## config.mk

```make
export PLATFORM = sky130hd
export DESIGN_NAME = adder2_sequencer
export DESIGN_NICKNAME = d
export VERILOG_FILES = /design/src/rtl/adder2_sequencer.sv
export SDC_FILE = /design/constraint.sdc
export NUM_CORES = 1
export LEC_CHECK = 0
export BUFFER_PORTS_ARGS = -buffer_cell sky130_fd_sc_hd__buf_2
export CORE_UTILIZATION = 50
export CTS_CLUSTER_SIZE = 8
export DETAILED_ROUTE_END_ITERATION = 10
export GPL_ROUTABILITY_DRIVEN = 0
export HOLD_SLACK_MARGIN = 0.08
export PLACE_DENSITY = 0.76
export SLEW_MARGIN = 20
export SYNTH_ARGS = -nofsm -noshare
export SYNTH_HDL_FRONTEND = slang
export SYNTH_SLANG_ARGS = --single-unit
```

## constraint.sdc

```tcl
create_clock -name rx_clk -period 1.3 [get_ports rx_clk]
set_input_delay 0.195 -clock rx_clk [delete_from_list [all_inputs] [get_ports rx_clk]]
set_output_delay 0.195 -clock rx_clk [all_outputs]
set_load 0.05 [all_outputs]
```

## src/rtl/adder2_sequencer.sv

```systemverilog
// Multi-cycle WIDTH-bit adder driving an external 2-bit `adder2` slice, LSB slice first.
// Optional macro ADDER2_SEQ_BACK_TO_BACK_EN: accept new operands while handing off a result.
module adder2_sequencer #(
   parameter int unsigned WIDTH = 8
) (
   input  logic             rx_clk,
   input  logic             rx_resetn,
   input  logic             rx_valid,
   output logic             tx_ready,
   input  logic             rx_carryflag,
   input  logic [WIDTH-1:0] rx_addend0,
   input  logic [WIDTH-1:0] rx_addend1,
   output logic             tx_valid,
   input  logic             rx_ready,
   output logic [WIDTH-1:0] tx_sum,
   output logic             tx_carryflag,
   output logic             tx_zeroflag,
   output logic             tx_slice_enable,
   output logic             tx_slice_carryflag,
   output logic [1:0]       tx_slice_addend0,
   output logic [1:0]       tx_slice_addend1,
   input  logic [1:0]       rx_slice_sum,
   input  logic             rx_slice_carryflag,
   input  logic             rx_slice_zeroflag
);

   localparam int unsigned SLICES = WIDTH / 2;
   localparam int unsigned KW     = (SLICES > 1) ? $clog2(SLICES) : 1;

   generate
      if (WIDTH < 2 || (WIDTH % 2) != 0) begin : g_bad_width
         $error("adder2_sequencer: WIDTH must be even and >= 2");
      end
   endgenerate

   typedef enum logic [1:0] {
      IDLE,
      RUN,
      DONE
   } state_t;

   state_t           state_q, state_d;
   logic [WIDTH-1:0] op0_q, op1_q, sum_q;
   logic             carry_q, zero_q;
   logic [KW-1:0]    k_q;
   logic             accept;
   logic             last_slice;
   logic [WIDTH+1:0] sum_shift;

   assign last_slice = (k_q == KW'(SLICES - 1));
   // Operands shift down and slice sums shift in from the top instead of indexing by k;
   // after SLICES steps the first slice sum has reached bit 0.
   assign sum_shift  = {rx_slice_sum, sum_q};

   always_comb begin
      state_d            = state_q;
      accept             = 1'b0;
      tx_ready           = 1'b0;
      tx_valid           = 1'b0;
      tx_sum             = '0;
      tx_carryflag       = 1'b0;
      tx_zeroflag        = 1'b0;
      tx_slice_enable    = 1'b0;
      tx_slice_carryflag = 1'b0;
      tx_slice_addend0   = '0;
      tx_slice_addend1   = '0;
      case (state_q)
         IDLE: begin
            tx_ready = rx_resetn;
            if (rx_valid) begin
               accept  = 1'b1;
               state_d = RUN;
            end
         end
         RUN: begin
            tx_slice_enable    = 1'b1;
            tx_slice_carryflag = carry_q;
            tx_slice_addend0   = op0_q[1:0];
            tx_slice_addend1   = op1_q[1:0];
            if (last_slice) begin
               state_d = DONE;
            end
         end
         DONE: begin
            tx_valid     = 1'b1;
            tx_sum       = sum_q;
            tx_carryflag = carry_q;
            tx_zeroflag  = zero_q;
`ifdef ADDER2_SEQ_BACK_TO_BACK_EN
            tx_ready = rx_ready;
            if (rx_ready) begin
               accept  = rx_valid;
               state_d = rx_valid ? RUN : IDLE;
            end
`else
            if (rx_ready) begin
               state_d = IDLE;
            end
`endif
         end
         default: state_d = IDLE;
      endcase
   end

   always_ff @(posedge rx_clk or negedge rx_resetn) begin
      if (!rx_resetn) begin
         state_q <= IDLE;
         op0_q   <= '0;
         op1_q   <= '0;
         sum_q   <= '0;
         carry_q <= 1'b0;
         zero_q  <= 1'b0;
         k_q     <= '0;
      end else begin
         state_q <= state_d;
         if (accept) begin
            op0_q   <= rx_addend0;
            op1_q   <= rx_addend1;
            carry_q <= rx_carryflag;
            sum_q   <= '0;
            zero_q  <= 1'b1;
            k_q     <= '0;
         end else if (state_q == RUN) begin
            op0_q   <= op0_q >> 2;
            op1_q   <= op1_q >> 2;
            sum_q   <= sum_shift[WIDTH+1:2];
            carry_q <= rx_slice_carryflag;
            zero_q  <= zero_q & rx_slice_zeroflag;
            k_q     <= last_slice ? '0 : k_q + KW'(1);
         end
      end
   end

endmodule

```

# After elaboration in Yosys (flattened, before gate mapping)
# Index checks and enable logic that the tools add are counted.
dict set report word_totals {
  ff_bits 30
  in_bits 25
  out_inout_bits 18
  elab_cells 46
}
dict set report op_classes {
  add_sub_neg 1
  eq_ne 6
  muxes 28
  n_bitwise 1
  n_reduce_logical 3
}
# op n
set ops {}
lappend ops {{$mux W8} 7}
lappend ops {{$mux W2} 8}
lappend ops {{$mux W1} 12}
lappend ops {{$ne A2 B2 Y1 const B} 3}
lappend ops {{$pmux W2 S3} 1}
lappend ops {{$eq A2 B2 Y1 const B} 2}
lappend ops {{$reduce_and A3 Y1} 1}
lappend ops {{$add A2 B1 Y2 const B} 1}
lappend ops {{$eq A2 B1 Y1 const B} 1}
lappend ops {{$logic_not A2 Y1} 1}
lappend ops {{$reduce_bool A2 Y1} 1}
lappend ops {{$and A1 B1 Y1} 1}

# Longest topological paths before layout
dict set report depth {
  word_depth 4
  depth_mapped 5
  depth_no_buf 3
}

# Worst setup path after synthesis
# Ideal clock, no wire load.
dict set report synth_timing {
  path_kind {register to output}
  startpoint {register state_q[0]}
  endpoint {output tx_carryflag}
  arrival_ns 1.348
  t_required_ns 1.105
  setup_slack_ns -0.243
  path_stages_with_launch 4
  path_buffers 1
  path_cell_list {dfrtp_1 nor2b_1 buf_2 and2_1}
}
dict set report synth_via {
  elab_chain_cells 2
}
# item line_no
set synth_lines {}
lappend synth_lines {{start: declaration} 42} ;# state_t state_q, state_d;
lappend synth_lines {{start signal: assignment} 115} ;# state_q <= state_d;
lappend synth_lines {{$eq A2 B2 Y1} 67} ;# case (state_q)
lappend synth_lines {{$mux W1} 67}
lappend synth_lines {{end: declaration} 16} ;# output logic tx_carryflag,
# No other way between the ends.

# Worst setup path in the final report
dict set report layout_timing {
  startpoint {register state_q[0]}
  endpoint {output tx_slice_carryflag}
}
dict set report layout_via {
  elab_chain_cells 2
}
# item line_no
set layout_lines {}
lappend layout_lines {{$eq A2 B1 Y1} 67}
lappend layout_lines {{$mux W1} 67}
lappend layout_lines {{end: declaration} 19} ;# output logic tx_slice_carryflag,
# No other way between the ends.

==> qor.csv <==
metric;value;unit
Final Critical Period;1.58;ns
cells after synthesis;120;
WL met2;1.73;mm
DR vias;1220;
period utilization;1.22;
unique cell type count in the Yosys netlist;25;
number of flops mapped to enable cells by yosys;0;
pin count of the biggest net entering global routing;31;
worst vdd ir;0.00285;V
first-pass GRT wire length;5.73;mm
Post-synth ARST share;1.00;
CP required;1.11;ns
clock sinks;30;
initial antenna violation count;0;
Hold Path Sink;zero_q$_DFFE_PN0P_;
fillcell total;167;
Initial DRC Count;41;
total gr overflow;0;
met3 WL;160;µm
ratio of cells with drive above 1 in the final layout;0.527;
All-Layer GR Usage;0.240;
Cell Area, Synth;1430;µm²
fmax;0.632;GHz
CTS root buf;clkbuf_4;
WL met1;1.59;mm
crit path launch type;register;
CTS Buf Count;5;
total of max-cap violations;0;
drt first pass iters;4;
nets;209;
CTS clk-pin slew, worst paths;0.10;ns
drt wl/cell;16.5;µm
pwr dens;2610;nW/µm²
Final WS setup;-0.281;ns
Final Util;0.785;
register area;752;µm²
r2r worst-path depth;6;
vias in the first global route;1187;
Fin Hold WS;0.0889;ns
Seq/Total Area, Yosys;0.524;
worst-margin pin slew;0.371;ns
min-delay worst type;in2reg;
I/O Buffers;42;
Leak;0.981;nW
Slew headroom;0.753;
Core Footprint;2730;µm²
CP Max Fanout;7;
Main synth FF type;dfrtp_1;
slowest stage delay, CP;0.48;ns
post-route ant nets;0;
dpl cells;199;
Mean Syn Cell Area;11.9;µm²
Worst R2R Start;state_q[0]$_DFFE_PN0P_;
CTS tree;built;
Final Total Pwr;0.00561;W
Synth Warn #;0;
max-slew violation count;0;
clk buf depth;2;
RSZ-0062 raised after global routing;true;
worst reg2reg setup slack;-0.14;ns
violated checks;negative setup slack;
vias per cell;5.67;
Chip Width;55.6;µm
Syn-to-layout area delta;49.7;%
ANT cells;0;
Yosys reg bits;30;
crit end category;primary output;
Die Area;3090;µm²
kind of critical path;reg2out;
Min-Delay Startpoint;rx_slice_zeroflag;
outcome;finished with violations;
most frequent cells in the layout;29 x dfrtp_1, 24 x buf_2, 18 x buf_8;
Die Ht;55.6;µm
Worst Skew;0.0177;ns
Place WS;-0.0457;ns
drt total wl;3.54;mm
Worst-Skew Late Latency;0.34;ns
Worst EP arrival;1.39;ns
# IOs;43;
# setup viols final;31;
Rows;19;
commonest non-fill, non-tap cell in the layout;dfrtp_1;
Buf+Inv Stages, Crit Path;3;
H-tree depth;2;
delay-heaviest family, CP;flip-flops;
area taken by multi-input logic gates;677;µm²
top routing layer in use;met4;
Initial Util;0.524;
Hold Path Cell Cnt;3;
slowest CP cell;dfrtp_2;
Fin. Hold Viols;0;
worst path cell trace;buf_6, nand2b_4, inv_6, and2_4, buf_8;
reg2reg end;op1_q[3]$_DFFE_PN0P_;
Mapped Nets;146;
post-DP HPWL;2.18;mm
DRC violations left;0;
final cell count without fillers;215;
## worst max-delay path by stage
stage	cells after the start	from	slack, ns	endpoint
2_1_floorplan	3	state_q[0]$_DFFE_PN0P_	-0.03	tx_sum[2]
3_3_place_gp	3	state_q[0]$_DFFE_PN0P_	0.009	k_q[0]$_DFFE_PN0P_
3_5_place_dp	3	state_q[0]$_DFFE_PN0P_	-0.05	k_q[0]$_DFFE_PN0P_
4_1_cts	3	state_q[1]$_DFFE_PN0P_	-0.29	tx_zeroflag
5_1_grt	3	state_q[1]$_DFFE_PN0P_	-0.35	tx_zeroflag
6_report	5	state_q[0]$_DFFE_PN0P_	-0.28	tx_slice_carryflag
## kinds of logic after synthesis
logic type / Yosys count / synth area share
compound gates: 36 / 0.214
fa+ha+maj: 1 / 0.00872
buf+inv: 11 / 0.0584
flops: 30 / 0.524
simple gates: 42 / 0.195
## sequential cells by signal (all words and copies together) (netlist names)
| register | cells |
|---|---|
| zero_q | 1 |
| sum_q | 8 |
| carry_q | 1 |
| op1_q | 8 |
| k_q | 2 |
| op0_q | 8 |
| state_q | 2 |
## cell type report
cell class / instances / share of cell area
Multi-Input combinational cell: 80 / 0.315
Tap cell: 31 / 0.0181
Clock inverter: 3 / 0.0186
Timing Repair Buffer: 64 / 0.274
Sequential cell: 30 / 0.350
Inverter: 2 / 0.00583
Clock buffer: 5 / 0.0175
## metrics by stage
step	setup TNS [ns]	cell area, µm²
2_1_floorplan	-0.185	1470
3_3_place_gp	0	1760
3_5_place_dp	-0.256	1760
4_1_cts	-5.99	2080
5_1_grt	-7.81	2150
6_report	-6.16	2150
## synthesized netlist by cell type (all sizes together) (2+ instances only)
cell / count / area, µm²
o21ai: 10 / 50.1
nor2: 4 / 32.5
inv: 2 / 7.50
a22o: 9 / 78.8
and2: 16 / 100
buf: 8 / 72.6
dfrtp: 30 / 751
nand3b: 13 / 97.6
o221a: 13 / 146
nand2: 6 / 22.5
## metal layers
metal  vias to the layer above  GRT usage
li1                        565          -
met1                       609      0.339
met2                        41      0.353
met3                         5     0.0656
met4                         0     0.0964
met5                         -          0
## worst register-to-register path: stages (launching register included)
cell and delay (ns):
dfrtp_2 0.48, buf_4 0.17, buf_4 0.14, nor2_4 0.11
nor2_4 0.05, buf_12 0.14, o221a_1 0.25
## where the power goes
part	leakage (nW)	internal [W]	switching (W)
Sequential	0.371	0.00135	0.000331
Clock	0.0450	0.000398	0.000350
Combinational	0.565	0.00160	0.00158
## what timing repair did
item	CTS	global route
resized for setup	61	16
hold buffers	4	0
setup buffers	2	2
endpoints found under the setup margin	28	46
endpoints found under the hold margin	33	0
cloned	1	0
pin swaps	6	4
No activity file was read; power rests on OpenSTA's default activity.
